<file path="config.mk">
export PLATFORM = sky130hd
export DESIGN_NAME = ifetch_ctrl
export DESIGN_NICKNAME = d
export VERILOG_FILES = /design/src/rtl/ifetch_ctrl.sv
export SDC_FILE = /design/constraint.sdc
export NUM_CORES = 1
export LEC_CHECK = 0
export ABC_AREA = 1
export CAP_MARGIN = 25
export CORE_MARGIN = 8
export CORE_UTILIZATION = 47
export DETAILED_ROUTE_END_ITERATION = 8
export PLACE_DENSITY = 0.93
export SETUP_SLACK_MARGIN = 0.2
export SLEW_MARGIN = 5
export SYNTH_ARGS = -nofsm -noshare
export SYNTH_HDL_FRONTEND = slang
export SYNTH_SLANG_ARGS = --single-unit
export TNS_END_PERCENT = 30
</file>
<file path="constraint.sdc">
create_clock -name clk -period 1.8 [get_ports clk]
set_input_delay 0.18 -clock clk [delete_from_list [all_inputs] [get_ports clk]]
set_output_delay 0.18 -clock clk [all_outputs]
set_load 0.01 [all_outputs]
</file>
<file path="src/rtl/ifetch_ctrl.sv">
// Fetch sequencer for a synchronous instruction memory: owns the fetch PC, tracks which PC
// the memory output belongs to, and hands instructions to decode over a valid/ready handshake.
module ifetch_ctrl #(
    parameter logic [31:0] RESET_PC  = 32'h0000_0000,
    parameter logic [31:0] NOP_INSTR = 32'h0000_0013
) (
    input  logic        clk,
    input  logic        rst,
    input  logic        fetch_en,
    input  logic        redirect_valid,
    input  logic [31:0] redirect_pc,
    output logic [31:0] imem_addr,
    output logic        imem_stall,
    input  logic [31:0] imem_data,
    output logic        id_valid,
    input  logic        id_ready,
    output logic [31:0] id_instr,
    output logic [31:0] id_pc,
    output logic [31:0] instr_cnt,
    output logic [31:0] bubble_cnt
);

    typedef enum logic [0:0] {
        IDLE = 1'b0,
        RUN  = 1'b1
    } state_t;

    state_t      state_r;
    logic [31:0] pc_f_r;
    logic        resp_valid_r;
    logic [31:0] resp_pc_r;
    logic [31:0] instr_cnt_r;
    logic [31:0] bubble_cnt_r;
    logic        id_valid_s;
    logic        stall_s;

    // Handshake view of the response; a redirect squashes whatever is being shown this cycle.
    always_comb begin
        id_valid_s = resp_valid_r & ~redirect_valid;
        stall_s    = resp_valid_r & ~id_ready & ~redirect_valid;
        if (id_valid_s) begin
            id_instr = imem_data;
        end else begin
            id_instr = NOP_INSTR;
        end
    end

    assign id_valid   = id_valid_s;
    assign imem_stall = stall_s;
    assign imem_addr  = pc_f_r;
    assign id_pc      = resp_pc_r;
    assign instr_cnt  = instr_cnt_r;
    assign bubble_cnt = bubble_cnt_r;

    // Fetch PC, response tracking, run/idle control and delivery counters.
    always_ff @(posedge clk) begin
        if (rst) begin
            pc_f_r       <= RESET_PC;
            resp_valid_r <= 1'b0;
            resp_pc_r    <= RESET_PC;
            state_r      <= IDLE;
            instr_cnt_r  <= 32'd0;
            bubble_cnt_r <= 32'd0;
        end else begin
            if (id_valid_s && id_ready) begin
                instr_cnt_r <= instr_cnt_r + 32'd1;
            end
            if ((state_r == RUN) && !id_valid_s) begin
                bubble_cnt_r <= bubble_cnt_r + 32'd1;
            end

            if (redirect_valid) begin
                pc_f_r       <= {redirect_pc[31:2], 2'b00};
                resp_valid_r <= 1'b0;
            end else if (stall_s) begin
                // imem holds its output too, so the held word and resp_pc_r stay paired
                pc_f_r       <= pc_f_r;
                resp_valid_r <= resp_valid_r;
            end else begin
                case (state_r)
                    IDLE: begin
                        if (fetch_en) begin
                            state_r <= RUN;
                        end
                    end
                    RUN: begin
                        if (!fetch_en) begin
                            state_r <= IDLE;
                        end
                    end
                    default: begin
                        state_r <= IDLE;
                    end
                endcase

                if ((state_r == RUN) && fetch_en) begin
                    resp_pc_r    <= pc_f_r;
                    resp_valid_r <= 1'b1;
                    pc_f_r       <= pc_f_r + 32'd4;
                end else begin
                    resp_valid_r <= 1'b0;
                end
            end
        end
    end

endmodule

</file>
* Word-level counts from Yosys, hierarchy flattened
Index checks and enable logic that the tools add are counted.
** Storage, ports and cells
- Register bits :: 130
- Input port bits :: 69
- Output and inout bits :: 162
- Word-level logic and storage cells :: 33
** Cells by class
- $add $sub $neg :: 3
- Equal/unequal tests :: 1
- Mux-type cells :: 6
- Bitwise gates (word level) :: 6
- Reductions and logical operators :: 10
** Operator list (count)
- 32-bit two-way mux :: 4
- 32-bit by 1-bit adder with 32-bit output (second input constant) :: 2
- 32-bit by 3-bit adder with 32-bit output (second input constant) :: 1
- 2-bit AND reduction :: 3
- 1-bit bitwise AND :: 3
- 1-bit logical AND :: 3
- 1-bit NOT :: 3
- 3-bit AND reduction :: 1
- 1-bit two-way mux :: 2
- 2-bit inequality test (second input constant) :: 1
- 2-bit nonzero test :: 1
- 2-bit OR reduction :: 1
- 1-bit zero test :: 1

* Logic depth before layout (Yosys ltp)
Gate-level depths: netlist of run 1.
- Word-level depth :: 5
- Depth in mapped cells :: 12
- Depth with buffers taken out :: 11

* Worst setup path after synthesis of run 1
Ideal clock, no wire load.
- Path type :: register to register
- From :: reg pc_f_r[2], in the netlist imem_addr[2]
- To :: reg pc_f_r[20], in the netlist imem_addr[20]
- Setup time :: 0.132 ns
- Arrival :: 1.462 ns
- Data required time :: 1.668 ns
- Setup slack :: 0.206 ns
- Cell stages (with the launch flop) :: 11
- Path buffers :: 0
- Clock period less this slack :: 1.594 ns
- Cells stage by stage :: dfxtp_1 ha_1 nand2_1 nor2_1 nand2_1 nor2_4 nand2_1 nand2_1 nand3_1 nand2_1 a21oi_1
** On the way
- Longest elaborated chain between the ends :: 4
** Ends and longest elaborated chain
- from (decl) :: line 29 : logic [31:0] pc_f_r;
- from (signal assigned) :: line 73 : pc_f_r <= {redirect_pc[31:2], 2'b00};
- from (signal assigned) :: line 77 : pc_f_r <= pc_f_r;
- from (signal assigned) :: line 99 : pc_f_r <= pc_f_r + 32'd4;
- 32-bit by 3-bit adder with 32-bit output :: line 99
- 32-bit two-way mux :: line 96 : if ((state_r == RUN) && fetch_en) begin
- 32-bit two-way mux :: line 75 : end else if (stall_s) begin
- 32-bit two-way mux :: line 72 : if (redirect_valid) begin
No other way between the ends. The select of a mux whose other input is x is not followed.
A chain may end at the register's enable or synchronous reset.

* Worst setup path after layout of run 1
- From :: reg resp_valid_r
- To :: reg instr_cnt_r[12], in the netlist instr_cnt[12]
** On the way
- Longest elaborated chain between the ends :: 2
** Ends and longest elaborated chain
- from (decl) :: line 30 : logic resp_valid_r;
- from (signal assigned) :: line 78 : resp_valid_r <= resp_valid_r;
- 1-bit bitwise AND :: line 39 : id_valid_s = resp_valid_r & ~redirect_valid;
- 1-bit logical AND :: line 65 : if (id_valid_s && id_ready) begin
- to (signal assigned) :: line 66 : instr_cnt_r <= instr_cnt_r + 32'd1;
- to (decl) :: line 32 : logic [31:0] instr_cnt_r;
No other way between the ends.

==> results of run 1 <==
-- cell families (layout without fill, tap and decap cells) --
group	after synthesis	in the layout	synth area share, %
compound gates	152	152	12.1
xor+xnor	10	10	1.22
fa+ha+maj	3	3	0.524
buf+inv	150	437	8.60
flops	126	126	35.2
other cells	1	4	0.0524
simple gates	701	704	42.3
-- flip-flops by register name, indices dropped and copies added, names as in the netlist --
name / flops
resp_valid_r: 1
imem_addr: 30
state_r: 1
bubble_cnt: 32
id_pc: 30
instr_cnt: 32
-- final cells by class --
class                      count  area share (%)
sequential                   126            23.3
tap                          188            2.15
clock buffer                  21            4.29
multi-input combinational    873            39.8
clock inverter                10            1.26
inverter                     111            3.94
timing repair buffer         295            25.3
-- routing by layer --
metal / part of all wire [%] / wire, um / global-route usage [%] / vias up
li1: - / - / - / 4191
met1: 37 / 10500 / 28.3 / 4088
met2: 49 / 13700 / 44.0 / 588
met3: 10 / 2810 / 8.11 / 108
met4: 3.8 / 1060 / 11.8 / 0
met5: 0 / 0 / 0 / -
-- worst min-delay path by stage --
stage	slack, ns	end	depth (start not counted)
after global routing	0.16	resp_valid_r	3
after floorplan	0.32	state_r	2
after global placement	0.45	id_pc[14]	1
final	0.16	resp_valid_r	3
after CTS	0.15	resp_valid_r	3
after detailed placement	0.45	id_pc[13]	2
-- critical path: cells and delay by family (launching register included) --
family / cells / cell delay, ns
flip-flops: 1 / 0.36
AO/OA/AOI/OAI: 1 / 0.13
buffers and inverters: 2 / 0.30
AND/OR/NAND/NOR: 7 / 0.89
-- where the power goes --
group          switching, W  internal [W]  leakage [nW]  total [W]
Clock               0.00129       0.00227         0.295    0.00356
Sequential        0.0000777       0.00286          1.03    0.00294
Combinational      0.000406      0.000396          3.14   0.000802
-- through the flow --
stage | hold slack [ns] | TNS (ns)
floorplan | 0.318 | 0
finish | 0.157 | 0
global placement | 0.449 | -0.982
CTS | 0.152 | 0
global route | 0.163 | -0.0116
detailed placement | 0.450 | -1.64
-- cell usage in the layout (no fill, tap or decap), types with 17 or more instances in the layout --
master,netlist,routed
nand2_1,352,340
nor2_1,221,199
clkdlybuf4s50_1,0,183
inv_1,105,105
dfxtp_1,126,104
a21oi_1,67,64
buf_4,4,62
nand3_1,59,53
o21ai_0,40,37
dlygate4sd2_1,0,24
nor2_4,8,21
dfxtp_2,0,20
clkbuf_16,0,18
nor2_2,7,17
-- what timing repair did --
item                                    in CTS  in global routing
cloned                                       2                  2
endpoints found under the setup margin     119                195
setup buffers                                5                 25
resized for setup                           44                134
pin swaps                                    2                 31
==> flow_summary_export.csv, run 1 <==
group,metric,value,unit
placement,hpwl,18600,um
layout,n_fill_cell,1067,
detailed_routing,routedWlPerCell,17.3,um
clock_network,tritoncts,"built",
synthesis,ys_seq_elements,126,
synthesis,synthesis.area_per_instance,6.26,sq um
clock_network,htree_levels,4,
global_routing,pin_count_of_the_biggest_net_entering_global_routing,31,
worst_hold_path,worst_hold_path_type,"in2reg",
setup_path,path_class,"reg2reg",
floorplanning,area_of_the_core,0.0150,sq mm
detailed_routing,drt_wl_total,28000,um
layout,syn2layout_area_growth,53.2,%
timing,timing.clock.skew,0.00837,ns
layout,finish.net_count,1496,
setup_path,timing.critical_path.fanout_max,17,
synthesis,post_synth_inst_count,1143,
clock_network,root_buffer,"clkbuf_16",
synthesis,synth_common_cells,"nand2_1 (352), nor2_1 (221), dfxtp_1 (126), inv_1 (105), a21oi_1 (67)",
synthesis,yosysSeqAreaShare,35.2,%
timing,setup_viol,0,
synthesis,syn_area,0.00716,sq mm
timing,maxSlewViolCount,0,
clock_network,hold_buffers,0,
clock_network,numCtsBuffers,17,
layout,multiInputGateArea,0.00436,sq mm
timing,final_period_minus_worst_setup_slack,1.75,ns
worst_hold_path,worstHoldStart,"redirect_valid",
detailed_routing,post_drt_via_cell_ratio,5.53,
global_routing,grt_util_all_layers,25.6,%
synthesis,synth.top_cell.area_share,35.2,%
synthesis,synth_ff_type,"dfxtp_1",
setup_path,slowest_delay,0.36,ns
clock_network,cts_num_sinks,126,
synthesis,asyncSetResetFlopFracSynth,0,%
layout,register_area,0.00255,sq mm
setup_path,crit_slowest_cell,"dfxtp_4",
synthesis,post_synth_num_cell_types,44,
placement,numPlacedInstances,1559,
setup_path,ff2ff_setup_slack,0.05,ns
setup_path,critical_path.endpoint,"instr_cnt[12]",
global_routing,grt_antenna_before_repair,0,
timing,min_period_over_period,97.3,%
synthesis,ys_warn_count,0,
global_routing,wire_length_of_the_first_global_routing_pass,40900,um
detailed_routing,vias,8975,
global_routing,first_global_vias,8259,
floorplanning,initial_utilization,47.6,%
setup_path,cp-start-kind,"register",
layout,drive_gt1_share,16.1,%
synthesis,largest_area_contributor_in_the_netlist,"dfxtp_1",
placement,gp_congestion,0.964,
detailed_routing,drt-pass1-iter-count,7,
setup_path,worst_ep_required_time,2.16,ns
layout,insertedDiodeCount,0,
timing,setup_ws,0.0485,ns
placement,placedInstanceArea,0.00974,sq mm
floorplanning,floorplan.die.width,139,um
placement,io_buffers,224,
detailed_routing,dr.first_iter.drc_count,886,
clock_network,clk_pin_slew,0.06,ns
run,count_of_max_cap_constraint_violations,0,
synthesis,yosysMostFrequentCell,"nand2_1",
floorplanning,die_area,0.0194,sq mm
global_routing,grt_remaining_overflow,0,
floorplanning,die_height,139,um
floorplanning,rows,45,
timing,grt_setup_unrepaired,"true",
detailed_routing,drt.antenna.violating_nets,0,
setup_path,worstRegToRegCells,10,
detailed_routing,drc_violations_left,0,
power_and_ir_drop,power.static_leakage,4.46,nW
synthesis,yosys-top-cells-area,"dfxtp_1 (35%), nand2_1 (18%), nor2_1 (12%), inv_1 (5.5%), a21oi_1 (4.7%)",
power_and_ir_drop,pwr_density_cell,666,mW/mm^2
timing,max_freq,571,MHz
layout,layoutNonFillerInstCount,1624,
placement,dpl_worst_slack,-0.132,ns
layout,final_core_util,72.9,%
setup_path,crit_path_cell_trace,"buf_4 > nand2_8 > buf_4 > nor2_4 > nand3_1 > nor2_1 > nand2_1 > nor2_1 > nand2_1 > a21oi_1",
setup_path,crit_path_end_kind,"register",
clock_network,cts_buffer_depth,2,
timing,final-hold-violation-count,0,
run_status,run_status,"completed",
setup_path,reg2reg_from,"resp_valid_r",
setup_path,timing.rr.end,"instr_cnt[12]",
power_and_ir_drop,ir_drop,0.769,mV
floorplanning,num_io_pins,231,
synthesis,synth_enable_flop_cells,0,
layout,layout.cell_area.non_filler,0.0110,sq mm
setup_path,timing.critical_path.arrival,2.11,ns
power_and_ir_drop,design_power_total,0.00730,W
setup_path,worstSetupStartpoint,"resp_valid_r",
clock_network,worstSkewPairLatency,0.43,ns
Power figures use the tool's default switching activity.
==> run 2, diff against run 1 <==
--- a/config.mk
+++ b/config.mk
@@ -8,11 +8,12 @@
 export ABC_AREA = 1
 export CAP_MARGIN = 25
 export CORE_MARGIN = 8
-export CORE_UTILIZATION = 47
+export CORE_UTILIZATION = 64
 export DETAILED_ROUTE_END_ITERATION = 8
-export PLACE_DENSITY = 0.93
+export DONT_BUFFER_PORTS = 1
+export PLACE_DENSITY = 0.92
 export SETUP_SLACK_MARGIN = 0.2
-export SLEW_MARGIN = 5
+export SLEW_MARGIN = 20
 export SYNTH_ARGS = -nofsm -noshare
 export SYNTH_HDL_FRONTEND = slang
 export SYNTH_SLANG_ARGS = --single-unit
==> run 2 against run 1 <==
Compared with the run above:
- the flow now finishes with violations (negative hold slack)
- total power decreased by 7.6%
- register-to-register slack improved by 0.07 ns
- die area decreased by 24%
- cell count decreased by 15%
- largest cell class unchanged
==> flow_summary_export.csv, run 2 (synthesis gave the netlist of run 1 again) <==
group,metric,value,unit
run_status,run_status,"complete, but fails checks",
run_status,failed_checks,"negative hold slack",
global_routing,grt_util_all_layers,32.7,%
timing,grt_setup_unrepaired,"true",
layout,drive_gt1_share,20.5,%
timing,final-hold-violation-count,3,
setup_path,critPathBufInv,1,
clock_network,worstSkewPairLatency,0.54,ns
detailed_routing,routedWlPerCell,19.3,um
placement,io_buffers,0,
timing,setup_viol,0,
detailed_routing,drt_wl_total,26600,um
global_routing,grt_antenna_before_repair,0,
placement,gp_congestion,0.958,
power_and_ir_drop,ir_drop,0.648,mV
timing,timing_worst_slew_pin_value,0.522,ns
detailed_routing,dr.first_iter.drc_count,1141,
setup_path,cp-start-kind,"register",
placement,placedInstanceArea,0.00756,sq mm
setup_path,timing.critical_path.arrival,2.10,ns
floorplanning,die_area,0.0148,sq mm
detailed_routing,post_drt_via_cell_ratio,6.09,
layout,insertedDiodeCount,0,
setup_path,slowest_delay,0.37,ns
setup_path,worst_ep_required_time,2.22,ns
layout,finish.net_count,1298,
layout,layout.cell_area.non_filler,0.00904,sq mm
floorplanning,area_of_the_core,0.0109,sq mm
power_and_ir_drop,power.static_leakage,3.59,nW
setup_path,path_common_cell,"nor2_8",
global_routing,wire_length_of_the_first_global_routing_pass,39100,um
floorplanning,floorplan.die.width,122,um
layout,most_frequent_standard_cell_in_the_layout_excluding_fill_and_tap_cells,"nand2_1",
floorplanning,die_height,122,um
setup_path,crit_path_end_kind,"register",
setup_path,timing.critical_path.fanout_max,7,
detailed_routing,drc_violations_left,0,
setup_path,cp_top_family,"simple AND/OR/NAND/NOR gates",
global_routing,first_global_vias,7854,
detailed_routing,drt.antenna.violating_nets,0,
timing,min_period_over_period,93.6,%
timing,max-slew-margin-rel,65.1,%
power_and_ir_drop,design_power_total,0.00675,W
layout,syn2layout_area_growth,26.3,%
detailed_routing,drt-pass1-iter-count,6,
floorplanning,initial_utilization,65.7,%
clock_network,htree_levels,4,
power_and_ir_drop,pwr_density_cell,746,mW/mm^2
global_routing,pin_count_of_the_biggest_net_entering_global_routing,71,
timing,maxSlewViolCount,0,
timing,max_freq,594,MHz
layout,final_core_util,83.1,%
timing,setup-tns-final,0,ns
clock_network,clk_pin_slew,0.06,ns
worst_hold_path,worst_hold_path_type,"in2reg",
clock_network,cts_num_sinks,126,
timing,setup_ws,0.116,ns
timing,hold-worst-slack,-0.0227,ns
clock_network,root_buffer,"clkbuf_8",
floorplanning,rows,38,
run,count_of_max_cap_constraint_violations,0,
layout,most-common-layout-cells,"nand2_1 (345), nor2_1 (173), inv_1 (101)",
floorplanning,num_io_pins,231,
detailed_routing,vias,8404,
placement,dpl_worst_slack,0.0943,ns
clock_network,tritoncts,"built",
setup_path,path_class,"reg2reg",
clock_network,cts_buffer_depth,2,
global_routing,grt_remaining_overflow,0,
setup_path,crit_slowest_cell,"dfxtp_4",
placement,hpwl,16100,um
timing,final_period_minus_worst_setup_slack,1.68,ns
timing,timing.clock.skew,0.00931,ns
setup_path,crit_path_cell_trace,"inv_2 > nor2_4 > nand2_8 > nor2_8 > nand2_4 > nor2_8 > nand3_1 > o21ai_0 > nor2_1",
clock_network,numCtsBuffers,17,
-- run 2: cell count changes in the layout (fill, tap and decap cells not counted), moves of 20 or more --
cell / delta
clkdlybuf4s50_1: -183
dlygate4sd3_1: +33
nor2_2: +29
dfxtp_1: -27
nor2_1: -26
dlygate4sd2_1: -24
dfxtp_2: +20
-- run 2: what timing repair did --
item | CTS | global route
hold buffers | 34 | 1
gates resized for setup | 31 | 128
pin swaps | 3 | 14
setup endpoints to repair | 56 | 92
gates cloned | 2 | 1
endpoints found under the hold margin | 83 | 1
buffers inserted | 4 | 6
-- run 2: worst register-to-register path, delay by kind of cell (launching register included) --
| kind | cells | cell delay [ns] |
|---|---|---|
| and+or+nand+nor | 7 | 0.91 |
| DFF | 1 | 0.37 |
| AOI/OAI and AO/OA | 1 | 0.24 |
| buffers and inverters | 1 | 0.05 |
-- run 2: final timing paths --
| path | startpoint | to | slack [ns] | cells past startpoint |
|---|---|---|---|---|
| worst max-delay path | resp_valid_r | instr_cnt[19] | 0.12 | 9 |
| worst min register to register | bubble_cnt[19] | bubble_cnt[19] | 0.50 | 1 |
| worst min-delay path | rst | instr_cnt[29] | -0.02 | 2 |
| worst max register to register | resp_valid_r | instr_cnt[19] | 0.12 | 9 |
-- run 2: where the power goes --
part / switching [W] / internal, W / total [W]
registers: 0.000105 / 0.00285 / 0.00296
logic: 0.000358 / 0.000229 / 0.000588
clock network: 0.00124 / 0.00196 / 0.00320
total: 0.00170 / 0.00505 / 0.00675
-- run 2: layout make-up --
| type | count | area [sq um] |
|---|---|---|
| flip-flops and latches | 126 | 2610 |
| clock buffers | 25 | 484 |
| repair buffers | 99 | 950 |
| well taps | 140 | 175 |
| fillers | 644 | 1840 |
| clock inverters | 7 | 60.1 |
| inverters | 111 | 427 |
| multi-input cells | 871 | 4340 |
-- run 2: per-layer routing --
layer  GRT usage [%]  wire [um]
met5               0          0
met4            17.6       1240
met2            55.1      13100
met3            11.1       3030
met1            35.7       9220
-- run 2: stage by stage --
step           cells  hold WS, ns
3_3_place_gp    1299        0.261
6_report        1379      -0.0227
5_1_grt         1379       0.0102
4_1_cts         1371      -0.0926
3_5_place_dp    1299        0.262
2_1_floorplan   1146        0.318
==> run 3, diff against run 2 <==
--- a/config.mk
+++ b/config.mk
@@ -7,8 +7,10 @@
 export LEC_CHECK = 0
 export ABC_AREA = 1
 export CAP_MARGIN = 25
+export CELL_PAD_IN_SITES_DETAIL_PLACEMENT = 0
+export CELL_PAD_IN_SITES_GLOBAL_PLACEMENT = 1
 export CORE_MARGIN = 8
-export CORE_UTILIZATION = 64
+export CORE_UTILIZATION = 43
 export DETAILED_ROUTE_END_ITERATION = 8
 export DONT_BUFFER_PORTS = 1
 export PLACE_DENSITY = 0.92
==> run 3 against run 2 <==
Compared with the run above:
- the flow now finishes without violations
- wire length shrank 7.8%
- total power is 6.5% higher
- combinational power down 7.8%
- largest cell class unchanged
- largest power group unchanged
==> flow_summary_export.csv, run 3 (synthesis gave the netlist of run 1 again) <==
group,metric,value,unit
clock_network,root_buffer,"clkbuf_16",
setup_path,worst_ep_required_time,2.11,ns
setup_path,slowest_delay,0.39,ns
placement,gp_congestion,0.928,
clock_network,tritoncts,"built",
layout,insertedDiodeCount,0,
detailed_routing,routedWlPerCell,16.5,um
setup_path,cp_top_family,"simple AND/OR/NAND/NOR gates",
timing,setup-tns-final,0,ns
detailed_routing,vias,7703,
global_routing,grt_remaining_overflow,0,
clock_network,htree_levels,4,
timing,final_period_minus_worst_setup_slack,1.61,ns
global_routing,wire_length_of_the_first_global_routing_pass,38900,um
detailed_routing,dr.first_iter.drc_count,536,
setup_path,critical_path_cell_count,10,
floorplanning,num_io_pins,231,
layout,drive_gt1_share,19.2,%
timing,setup_viol,0,
global_routing,pin_count_of_the_biggest_net_entering_global_routing,72,
timing,maxSlewViolCount,0,
setup_path,critPathBufInv,2,
global_routing,grt_util_all_layers,22.6,%
setup_path,timing.critical_path.arrival,1.92,ns
floorplanning,die_area,0.0210,sq mm
timing,max_freq,620,MHz
placement,io_buffers,0,
floorplanning,initial_utilization,43.6,%
timing,final-hold-violation-count,0,
power_and_ir_drop,power.static_leakage,3.69,nW
layout,layout.cell_area.non_filler,0.00922,sq mm
setup_path,crit_path_end_kind,"register",
power_and_ir_drop,ir_drop,0.639,mV
placement,placedInstanceArea,0.00785,sq mm
timing,timing.clock.skew,0.00785,ns
worst_hold_path,worst_hold_path_type,"in2reg",
setup_path,path_common_cell,"nor2_4",
clock_network,cts_buffer_depth,2,
setup_path,cp-start-kind,"register",
clock_network,clk_pin_slew,0.06,ns
detailed_routing,drt.antenna.violating_nets,0,
clock_network,numCtsBuffers,17,
run,count_of_max_cap_constraint_violations,0,
run_status,run_status,"completed",
clock_network,cts_num_sinks,126,
layout,most-common-layout-cells,"nand2_1 (342), nor2_1 (194), inv_1 (104)",
detailed_routing,drt-pass1-iter-count,5,
global_routing,first_global_vias,7332,
clock_network,worstSkewPairLatency,0.42,ns
timing,setup_ws,0.188,ns
floorplanning,die_height,145,um
floorplanning,area_of_the_core,0.0164,sq mm
detailed_routing,post_drt_via_cell_ratio,5.18,
setup_path,crit_path_cell_trace,"inv_4 > nor2_4 > nand2_8 > nor2_8 > nand3_4 > nor2_4 > buf_4 > nand3_1 > nand2_1 > nor2_1",
placement,hpwl,17700,um
layout,syn2layout_area_growth,28.8,%
timing,grt_setup_unrepaired,"true",
setup_path,path_class,"reg2reg",
global_routing,grt_antenna_before_repair,0,
floorplanning,floorplan.die.width,145,um
placement,dpl_worst_slack,0.108,ns
setup_path,worstRegToRegCells,10,
floorplanning,rows,47,
setup_path,crit_slowest_cell,"dfxtp_4",
detailed_routing,drt_wl_total,24600,um
worst_hold_path,hold-path-cell-count,4,
layout,finish.net_count,1328,
setup_path,timing.critical_path.fanout_max,5,
power_and_ir_drop,pwr_density_cell,779,mW/mm^2
layout,most_frequent_standard_cell_in_the_layout_excluding_fill_and_tap_cells,"nand2_1",
detailed_routing,drc_violations_left,0,
timing,min_period_over_period,89.5,%
run 3: timing repair:
| item | in CTS | in global routing |
|---|---|---|
| resized for setup | 16 | 78 |
| hold endpoints to repair | 73 | 0 |
| cloned | 1 | 0 |
| setup buffers | 2 | 17 |
| hold buffers | 32 | 0 |
| setup endpoints to repair | 54 | 60 |
| pin swaps | 3 | 20 |
run 3: worst reg2reg max path, delay by kind of cell (launching register included):
family                 cells  cell delay [ns]
and+or+nand+nor            8             0.93
buffers and inverters      2             0.18
DFF                        1             0.39
run 3: stage by stage:
stage          utilization, %  total power (W)  hold WS (ns)  instances
6_report                 56.2          0.00719        0.0172       1487
5_1_grt                  56.2          0.00742        0.0113       1487
4_1_cts                  54.2          0.00723      0.000508       1470
3_5_place_dp             47.8          0.00342         0.262       1405
3_3_place_gp             47.8          0.00342         0.259       1405
2_1_floorplan               -          0.00330         0.318       1146
run 3: area by class of cell:
type	instances	area (sq um)
clock buffers	24	502
multi-input cells	871	4240
inverters	111	422
clock inverters	6	130
fillers	1557	7190
repair buffers	129	1090
well taps	220	275
flip-flops and latches	126	2570
run 3: where the power goes:
group	switching (W)	internal, W
Combinational	0.000320	0.000222
Clock	0.00122	0.00248
Sequential	0.0000857	0.00286
Total	0.00162	0.00556
run 3: routing by layer:
layer	up-vias	routed length, um	GRT usage (%)
li1	3849	-	-
met1	3559	10200	26.3
met2	265	11900	38.0
met3	30	2070	7.96
met4	0	409	7.00
met5	-	0	0
run 3: path summary, 6_finish.rpt:
| check | endpoint | slack, ns | startpoint |
|---|---|---|---|
| worst min-delay path | imem_addr[19] | 0.02 | redirect_pc[19] |
| worst min register to register | bubble_cnt[19] | 0.50 | bubble_cnt[19] |
| worst max register to register | instr_cnt[17] | 0.19 | resp_valid_r |
| worst max-delay path | instr_cnt[17] | 0.19 | resp_valid_r |
